--- src/rtl/fp_div_seq.sv ---
// Sequential IEEE-754-style floating-point divider.
// Restoring radix-2 mantissa division (one quotient bit per cycle), then a
// single normalise/round cycle with round-to-nearest-even. Special operands
// (NaN, inf, zero, subnormal-as-zero) bypass the iterative datapath.
module fp_div_seq #(
  parameter int unsigned EXP_W = 8,
  parameter int unsigned MAN_W = 23,
  localparam int unsigned W = 1 + EXP_W + MAN_W
) (
  input  logic         clk,
  input  logic         rst,
  input  logic         in_valid,
  output logic         in_ready,
  input  logic [W-1:0] opd1,
  input  logic [W-1:0] opd2,
  output logic         out_valid,
  input  logic         out_ready,
  output logic [W-1:0] res,
  output logic         exp_overflow,
  output logic         nan,
  output logic         zero
);

  localparam int unsigned BIAS  = (1 << (EXP_W - 1)) - 1;
  localparam int unsigned SE_W  = EXP_W + 2;
  localparam int unsigned MF_W  = MAN_W + 1;
  localparam int unsigned REM_W = MAN_W + 2;
  localparam int unsigned Q_W   = MAN_W + 3;
  localparam int unsigned CNT_W = $clog2(MAN_W + 4);
  localparam logic [CNT_W-1:0] CNT_LAST = CNT_W'(MAN_W + 2);
  localparam logic [SE_W-1:0]  EXP_MAX  = SE_W'((1 << EXP_W) - 1);

  typedef enum logic [1:0] {
    IDLE   = 2'd0,
    DIVIDE = 2'd1,
    NORM   = 2'd2,
    DONE   = 2'd3
  } state_e;

  state_e state_q, state_d;

  logic             in_ready_q, in_ready_d;
  logic             out_valid_q, out_valid_d;
  logic [W-1:0]     res_q, res_d;
  logic             ovf_q, ovf_d;
  logic             nan_q, nan_d;
  logic             zero_q, zero_d;
  logic             sign_q, sign_d;
  logic [SE_W-1:0]  exp_q, exp_d;
  logic [MF_W-1:0]  div_q, div_d;
  logic [REM_W-1:0] rem_q, rem_d;
  logic [Q_W-1:0]   quo_q, quo_d;
  logic [CNT_W-1:0] cnt_q, cnt_d;

  // Operand field decode
  logic             s1_c, s2_c;
  logic [EXP_W-1:0] e1_c, e2_c;
  logic [MAN_W-1:0] m1_c, m2_c;
  logic             a_nan_c, a_inf_c, a_zero_c;
  logic             b_nan_c, b_inf_c, b_zero_c;

  assign s1_c = opd1[W-1];
  assign s2_c = opd2[W-1];
  assign e1_c = opd1[W-2 -: EXP_W];
  assign e2_c = opd2[W-2 -: EXP_W];
  assign m1_c = opd1[MAN_W-1:0];
  assign m2_c = opd2[MAN_W-1:0];

  // Subnormals (exp == 0) count as zero regardless of mantissa
  assign a_nan_c  = (e1_c == '1) && (m1_c != '0);
  assign a_inf_c  = (e1_c == '1) && (m1_c == '0);
  assign a_zero_c = (e1_c == '0);
  assign b_nan_c  = (e2_c == '1) && (m2_c != '0);
  assign b_inf_c  = (e2_c == '1) && (m2_c == '0);
  assign b_zero_c = (e2_c == '0);

  // Special-operand classification and the result it produces
  logic         spec_c;
  logic [W-1:0] spec_res_c;
  logic         spec_ovf_c, spec_nan_c, spec_zero_c;
  logic         sgn_c;

  assign sgn_c = s1_c ^ s2_c;

  always_comb begin
    spec_c      = 1'b1;
    spec_res_c  = '0;
    spec_ovf_c  = 1'b0;
    spec_nan_c  = 1'b0;
    spec_zero_c = 1'b0;
    if (a_nan_c || b_nan_c || (a_zero_c && b_zero_c) || (a_inf_c && b_inf_c)) begin
      spec_res_c = {1'b0, {EXP_W{1'b1}}, 1'b1, {(MAN_W-1){1'b0}}};
      spec_nan_c = 1'b1;
    end else if (a_inf_c) begin
      spec_res_c = {sgn_c, {EXP_W{1'b1}}, {MAN_W{1'b0}}};
    end else if (b_zero_c) begin
      spec_res_c = {sgn_c, {EXP_W{1'b1}}, {MAN_W{1'b0}}};
      spec_ovf_c = 1'b1;
    end else if (a_zero_c || b_inf_c) begin
      spec_res_c  = {sgn_c, {(W-1){1'b0}}};
      spec_zero_c = 1'b1;
    end else begin
      spec_c = 1'b0;
    end
  end

  // One restoring-division step on the current partial remainder
  logic             rem_ge_c;
  logic [REM_W-1:0] rem_step_c, rem_next_c;

  always_comb begin
    rem_ge_c   = (rem_q >= REM_W'(div_q));
    rem_step_c = rem_ge_c ? (rem_q - REM_W'(div_q)) : rem_q;
    rem_next_c = REM_W'(rem_step_c << 1);
  end

  // Normalise, round to nearest even, and classify the finite result
  logic             guard_c, sticky_c, rnd_c;
  logic [MAN_W-1:0] mant_c;
  logic [MAN_W:0]   mant_r_c;
  logic [SE_W-1:0]  exp_n_c, exp_r_c;
  logic             norm_ovf_c, norm_zero_c;
  logic [W-1:0]     norm_res_c;

  always_comb begin
    if (quo_q[Q_W-1]) begin
      mant_c   = quo_q[Q_W-2:2];
      guard_c  = quo_q[1];
      sticky_c = quo_q[0] | (|rem_q);
      exp_n_c  = exp_q;
    end else begin
      mant_c   = quo_q[Q_W-3:1];
      guard_c  = quo_q[0];
      sticky_c = |rem_q;
      exp_n_c  = exp_q - SE_W'(1);
    end
    rnd_c       = guard_c & (sticky_c | mant_c[0]);
    mant_r_c    = {1'b0, mant_c} + (MAN_W+1)'(rnd_c);
    exp_r_c     = exp_n_c + SE_W'(mant_r_c[MAN_W]);
    norm_zero_c = exp_r_c[SE_W-1] || (exp_r_c == '0);
    norm_ovf_c  = !norm_zero_c && (exp_r_c >= EXP_MAX);
    if (norm_ovf_c) begin
      norm_res_c = {sign_q, {EXP_W{1'b1}}, {MAN_W{1'b0}}};
    end else if (norm_zero_c) begin
      norm_res_c = {sign_q, {(W-1){1'b0}}};
    end else begin
      norm_res_c = {sign_q, exp_r_c[EXP_W-1:0], mant_r_c[MAN_W-1:0]};
    end
  end

  // FSM state register
  always_ff @(posedge clk) begin
    if (rst) begin
      state_q <= IDLE;
    end else begin
      state_q <= state_d;
    end
  end

  // FSM next-state logic
  always_comb begin
    state_d = state_q;
    case (state_q)
      IDLE:    if (in_valid) state_d = spec_c ? DONE : DIVIDE;
      DIVIDE:  if (cnt_q == CNT_LAST) state_d = NORM;
      NORM:    state_d = DONE;
      DONE:    if (out_valid_q && out_ready) state_d = IDLE;
      default: state_d = IDLE;
    endcase
  end

  // FSM output and datapath next-value logic
  always_comb begin
    res_d  = res_q;
    ovf_d  = ovf_q;
    nan_d  = nan_q;
    zero_d = zero_q;
    sign_d = sign_q;
    exp_d  = exp_q;
    div_d  = div_q;
    rem_d  = rem_q;
    quo_d  = quo_q;
    cnt_d  = cnt_q;
    case (state_q)
      IDLE: begin
        if (in_valid) begin
          sign_d = sgn_c;
          exp_d  = SE_W'(e1_c) - SE_W'(e2_c) + SE_W'(BIAS);
          rem_d  = REM_W'({1'b1, m1_c});
          div_d  = {1'b1, m2_c};
          quo_d  = '0;
          cnt_d  = '0;
          if (spec_c) begin
            res_d  = spec_res_c;
            ovf_d  = spec_ovf_c;
            nan_d  = spec_nan_c;
            zero_d = spec_zero_c;
          end
        end
      end
      DIVIDE: begin
        rem_d = rem_next_c;
        quo_d = {quo_q[Q_W-2:0], rem_ge_c};
        cnt_d = cnt_q + CNT_W'(1);
      end
      NORM: begin
        res_d  = norm_res_c;
        ovf_d  = norm_ovf_c;
        nan_d  = 1'b0;
        zero_d = norm_zero_c;
      end
      default: ;
    endcase
    out_valid_d = (state_q == DONE) && (state_d == DONE);
    in_ready_d  = (state_d == IDLE);
  end

  // Output and datapath registers
  always_ff @(posedge clk) begin
    if (rst) begin
      in_ready_q  <= 1'b1;
      out_valid_q <= 1'b0;
      res_q       <= '0;
      ovf_q       <= 1'b0;
      nan_q       <= 1'b0;
      zero_q      <= 1'b0;
      sign_q      <= 1'b0;
      exp_q       <= '0;
      div_q       <= '0;
      rem_q       <= '0;
      quo_q       <= '0;
      cnt_q       <= '0;
    end else begin
      in_ready_q  <= in_ready_d;
      out_valid_q <= out_valid_d;
      res_q       <= res_d;
      ovf_q       <= ovf_d;
      nan_q       <= nan_d;
      zero_q      <= zero_d;
      sign_q      <= sign_d;
      exp_q       <= exp_d;
      div_q       <= div_d;
      rem_q       <= rem_d;
      quo_q       <= quo_d;
      cnt_q       <= cnt_d;
    end
  end

  assign in_ready     = in_ready_q;
  assign out_valid    = out_valid_q;
  assign res          = res_q;
  assign exp_overflow = ovf_q;
  assign nan          = nan_q;
  assign zero         = zero_q;

endmodule

--- config.mk ---
export PLATFORM = sky130hd
export DESIGN_NAME = fp_div_seq
export DESIGN_NICKNAME = d
export VERILOG_FILES = /design/src/rtl/fp_div_seq.sv
export SDC_FILE = /design/constraint.sdc
export NUM_CORES = 1
export LEC_CHECK = 0
export ABC_AREA = 0
export BUFFER_PORTS_ARGS = -buffer_cell sky130_fd_sc_hd__buf_4
export CAP_MARGIN = 30
export CORE_MARGIN = 1.5
export CORE_UTILIZATION = 59
export DETAILED_ROUTE_END_ITERATION = 12
export PLACE_DENSITY_LB_ADDON = 0.25
export SETUP_SLACK_MARGIN = 0.15
export SYNTH_ARGS = -nofsm -noshare
export SYNTH_HDL_FRONTEND = slang
export SYNTH_SLANG_ARGS = --single-unit
--- constraint.sdc ---
create_clock -name clk -period 6.4 [get_ports clk]
set_input_delay 1.28 -clock clk [delete_from_list [all_inputs] [get_ports clk]]
set_output_delay 1.28 -clock clk [all_outputs]
set_load 0.02 [all_outputs]
* Word level (Yosys, flattened, before mapping)
Index checks and enable logic that the tools add are counted.
** Cells by class
- Reduce and logical (&&, ||, !) cells :: 30
- Bitwise operators :: 4
- Equal/unequal tests :: 9
- Muxes and demuxes :: 45
- Magnitude comparators :: 2
- $add $sub $neg :: 7
** Operator list (count)
- 2-to-1 mux 32 bit :: 6
- case mux 32 bit (2 select lines) :: 1
- 2-to-1 mux 31 bit :: 2
- case mux 26 bit (2 select lines) :: 1
- case mux 25 bit (2 select lines) :: 1
- logical NOT 23 bit :: 2
- nonzero test 23 bit :: 2
- 2-to-1 mux 26 bit :: 1
- greater-or-equal comparator 25 x 24 -> 1 bit :: 1
- 2-to-1 mux 25 bit :: 1
- OR reduction 25 bit :: 1
- adder 23 x 1 -> 24 bit :: 1
- 2-to-1 mux 24 bit :: 1
- subtractor 24 bit :: 1
- 2-to-1 mux 23 bit :: 1
- 2-to-1 mux 1 bit :: 19
- equality test 8 bit (second input constant) :: 2
- logical NOT 8 bit :: 2
- adder 10 x 1 -> 10 bit :: 1
- adder 9 x 8 -> 10 bit (second input constant) :: 1
- greater-or-equal comparator 10 x 8 -> 1 bit (second input constant) :: 1
- logical NOT 10 bit :: 1
- 2-to-1 mux 10 bit :: 1
- case mux 5 bit (2 select lines) :: 1
- 21 further kinds :: 45
** Word-level totals
- Logic and storage cells :: 110
- Register bits after elaboration :: 130
- Input port bits :: 68

* Depth between registers and ports, before layout
- Depth in word-level cells :: 13
- Depth in mapped cells :: 19

* Least setup slack after synthesis
No wires, ideal clock.
- Kind :: reg2reg
- Start point :: register quo_q[25]
- End point :: register res_q[10] (netlist: res[10])
- Arrival time :: 4308 ps
- Setup time :: 117 ps
- Cell stages (with the launch flop) :: 19
- Setup slack :: 1974 ps
- Cells stage by stage :: dfxtp_1 > clkbuf_1 > nand2_1 > a211oi_1 > nand4_1 > or4_1 > nor2b_1 > nand2_1 > nor2_1 > ha_1 > ha_1 > nand4_1 > or3_1 > a21oi_1 > o22ai_1 > o41a_4 > nor3b_4 > buf_6 > a32o_1
** On the way
- Longest elaborated chain between the ends :: 11
** Ends and longest elaborated chain
- from (decl) :: RTL line 52 : logic [Q_W-1:0] quo_q, quo_d;
- from (signal assigned) :: RTL line 244 : quo_q <= quo_d;
- parallel branches: the longest is 9 deep, another holds adder 23 x 1 -> 24 bit
- 2-to-1 mux 31 bit (*) :: RTL line 142 : if (norm_ovf_c) begin
- case mux 32 bit (2 select lines) (*) :: RTL line 184 : case (state_q)
- to (signal assigned) :: RTL line 236 : res_q <= res_d;
- to (decl) :: RTL line 44 : logic [W-1:0] res_q, res_d;
Every way passes the cells marked *.
A chain may end at the register's enable or synchronous reset.

* Final worst setup path
- Start point :: register quo_q[25]
- End point :: register res_q[6] (netlist: res[6])
Same word-level chain as after synthesis.

==> results.md <==
- Vias: roughly 8000
- Syn nets: 1192
- # IOs: 105
- DR WL met2: 9200 um
- Die H: 122 um
- Initial Util: 60.2%
- Skew final: between 0.01 and 0.015 ns
- Minimum clock period: ~5.4 ns
- Switching power: 0.849 mW
- M1 wire length: 9960 um
- Max Cap Viol: 0
- Hold Fails Final Rpt: 0
- Mean Syn Cell Area: 7.72 sq um
- Most frequent cells in the layout: nand2_1 (137), dfxtp_1 (129), buf_4 (111)
- Post-synth EDFFs: 0
- ANT cells: 0
- CP Launch Type: flop
- First-pass GRT wire length: 34000 um
- Final ANT Viol Nets: 0
- Sequential fraction of the synthesis area: a little under a third
- Clock power frac: 37.2%
- Rel. slew slack: 31.6%
- Final period utilization: 84.2%
- Clock-pin slew on the worst setup and hold paths: 0.06 ns
- Most common flop cell mapped by yosys: dfxtp_1
- Max Freq: 0.186 GHz
- P_int: 1.82 mW
- CTS tree: built
- Post-Layout Inst Area: between 0.009 and 0.01 sq mm
- DP HPWL: 15300 um
- Placer Congestion: 0.949
- Clock insertion delay at the later pin of the skew report: 0.42 ns
- Routed len/inst: 15.9 um
- Most common cell after layout, fill and taps aside: nand2_1
- DRC viols: 0
- Unique masters post-synth: 71
- Crit path max fanout: 41
- Routed length on met3: 1560 um
- Pwr dens: 274 mW/mm^2
- Post-CTS setup buffer count: 0
- Worst Setup End Kind: flop
- Root Buffer: clkbuf_16
- Fin Setup TNS: 0 ns
- Mapped cell area: 0.00836 sq mm
- Worst Path Required: roughly 6.8 ns
- Asr flop ratio synth: 0%
- Initial antenna violation count: 0
- # rows: 43
- Crit path DAT: 5.75 ns
- Top sig layer: met4
- CP top delay family: simple AND/OR/NAND/NOR gates
- Core Box Area: between 0.01 and 0.015 sq mm
- Cell Chain, Critical Path: nand2_1 > a211oi_1 > nand4_1 > or4_1 > nor2b_1 > nand2_1 > nor2_1 > ha_1 > o31ai_1 > nor2_1 > nand2_1 > or4_4 > a21oi_4 > o41a_4 > nor3b_4 > a32o_1
- Htree depth: 4
- Yosys warns: 0
- Final setup viols: 0
- Post-layout nets: 1252
- RSZ-0062 raised after global routing: false
- Outcome: finished clean
- Crit-path max cell delay: 0.77 ns
- CTS buffer count: 17
- Initial DRC count: about 750
- DRT Pass-1 Iters: 5
- Most used cell, CP: nand2_1
- Worst hold path type: flop to flop
- Leakage: roughly 3.9 nW
- DP Area: 0.00914 sq mm
- Peak VDD IR: 0.222 mV
- CTS Sinks: 130
- Fraction of layout cells with a size suffix above 1: 15.6%
- Number of synthesized register bits: 130
- CTS resizes: 0
- Reg power frac: 33.7%
- Worst-Margin Slew: 1.03 ns
- CP Buf/Inv Count: 0
- Logic gate share of total power: 29.1%
- Worst Path Class, Setup: flop to flop
- Hold buffers post-CTS: 0
- Die area: 0.0149 sq mm
- P&R area growth vs syn: 16.5%
- Slowest CP cell: dfxtp_2
- Buffers on Ports: about 100
- GR Overflow Total: 0
- Die Width: about 120 um
- Final Max Slew Viols: 0
- Synth Instances: 1083
- Clock buffer depth: 2
- Final WL: ~21000 um
- Switching part of the total power: 31.8%
- Vias in the first global route: 7035
- GRT Util Overall: 28.8%
- Largest net degree at the start of global routing: 82
- Vias/cell: 6.09
## layer usage
| layer | track usage [%] | vias to the layer above |
|---|---|---|
| met2 | 44.5 | 289 |
| met5 | 0 | - |
| met3 | 7.12 | 34 |
| met4 | 9.85 | 0 |
| li1 | - | 4067 |
| met1 | 39.1 | 3741 |
## cell type report
type	count	area (sq um)
flip-flops and latches	130	2600
repair buffers	111	833
inverters	55	206
clock buffers	20	447
multi-input cells	828	5270
well taps	180	225
fillers	1124	4140
clock inverters	12	158
## registers in the layout (all words and copies together) (netlist names)
| signal | cells |
|---|---|
| res | 32 |
| quo_q | 26 |
| rem_q | 25 |
| div_q | 24 |
| exp_q | 10 |
| cnt_q | 5 |
| state_q | 2 |
| exp_overflow | 1 |
| in_ready | 1 |
| nan | 1 |
| out_valid | 1 |
| sign_q | 1 |
| zero | 1 |
## synthesized netlist by cell type (5+ instances only)
cell type	number	area (sq um)
a21o_1	12	90.1
nand2_1	137	514
a22o_1	16	140
a221oi_1	12	105
a31oi_1	19	119
xor2_1	20	175
a211oi_1	27	203
nor3_1	23	115
dfxtp_1	130	2600
a311oi_1	11	96.3
ha_1	39	488
nor2_1	111	417
nand3_1	20	100
nand2b_1	13	81.3
mux2i_1	10	100
nor3b_1	6	45.0
and2_1	5	31.3
mux2_2	14	158
clkbuf_1	57	214
a32o_1	7	70.1
xnor2_1	30	263
or3_1	6	37.5
nor4_1	19	119
buf_1	6	22.5
a21boi_0	5	37.5
nor2b_1	9	56.3
o211ai_1	8	60.1
a21oi_1	89	445
o22ai_1	5	31.3
or2_2	7	43.8
a22oi_1	28	210
inv_1	55	206
nand4_1	20	125
and3_1	8	50.1
o21ai_0	33	165
## power groups by stage
stage / combinational (mW) / sequential, mW / clock, mW
after global placement: 0.749 / 0.915 / 0
after global routing: 0.858 / 0.906 / 1.03
final: 0.777 / 0.901 / 0.993
after CTS: 0.767 / 0.899 / 1.00
after floorplan: 0.607 / 0.896 / 0
after detailed placement: 0.758 / 0.916 / 0
## final timing paths
path / start / to / slack [ns] / depth (start not counted)
max: quo_q[25]$_SDFFE_PP0P_ / res[6]$_SDFFE_PP0P_ / 1.01 / 16
min: div_q[12]$_SDFFE_PP0P_ / div_q[12]$_SDFFE_PP0P_ / 0.45 / 2
max reg2reg: quo_q[25]$_SDFFE_PP0P_ / res[6]$_SDFFE_PP0P_ / 1.01 / 16
min reg2reg: div_q[12]$_SDFFE_PP0P_ / div_q[12]$_SDFFE_PP0P_ / 0.45 / 2
## kinds of logic after synthesis
logic type,synth area share (%)
mux,3.08
simple gates,23.2
buf+inv,6.00
compound gates,25.0
fa+ha+maj,6.32
xor+xnor,5.24
flops,31.1
## worst register-to-register path, stage by stage (launching register included)
cell      delay [ns]
dfxtp_2         0.77
nand2_1         0.20
a211oi_1        0.48
nand4_1         0.23
or4_1           0.61
nor2b_1         0.19
nand2_1         0.10
nor2_1          0.12
ha_1            0.18
o31ai_1         0.09
nor2_1          0.18
nand2_1         0.23
or4_4           0.51
a21oi_4         0.19
o41a_4          0.22
nor3b_4         0.75
a32o_1          0.28
## per-stage QoR
| stage | setup WS (ns) | util, % | power, mW | hold WS (ns) | std cells |
|---|---|---|---|---|---|
| finish | 1.01 | 70.2 | 2.67 | 0.454 | 1336 |
| global route | 0.515 | 70.2 | 2.80 | 0.481 | 1336 |
| CTS | 1.09 | 70.2 | 2.67 | 0.458 | 1336 |
| detailed placement | 1.14 | 65.8 | 1.67 | 0.450 | 1304 |
| global placement | 1.28 | 65.8 | 1.66 | 0.444 | 1304 |
| floorplan | 1.97 | - | 1.50 | 0.436 | 1083 |
(Power assumes the default switching activity.)
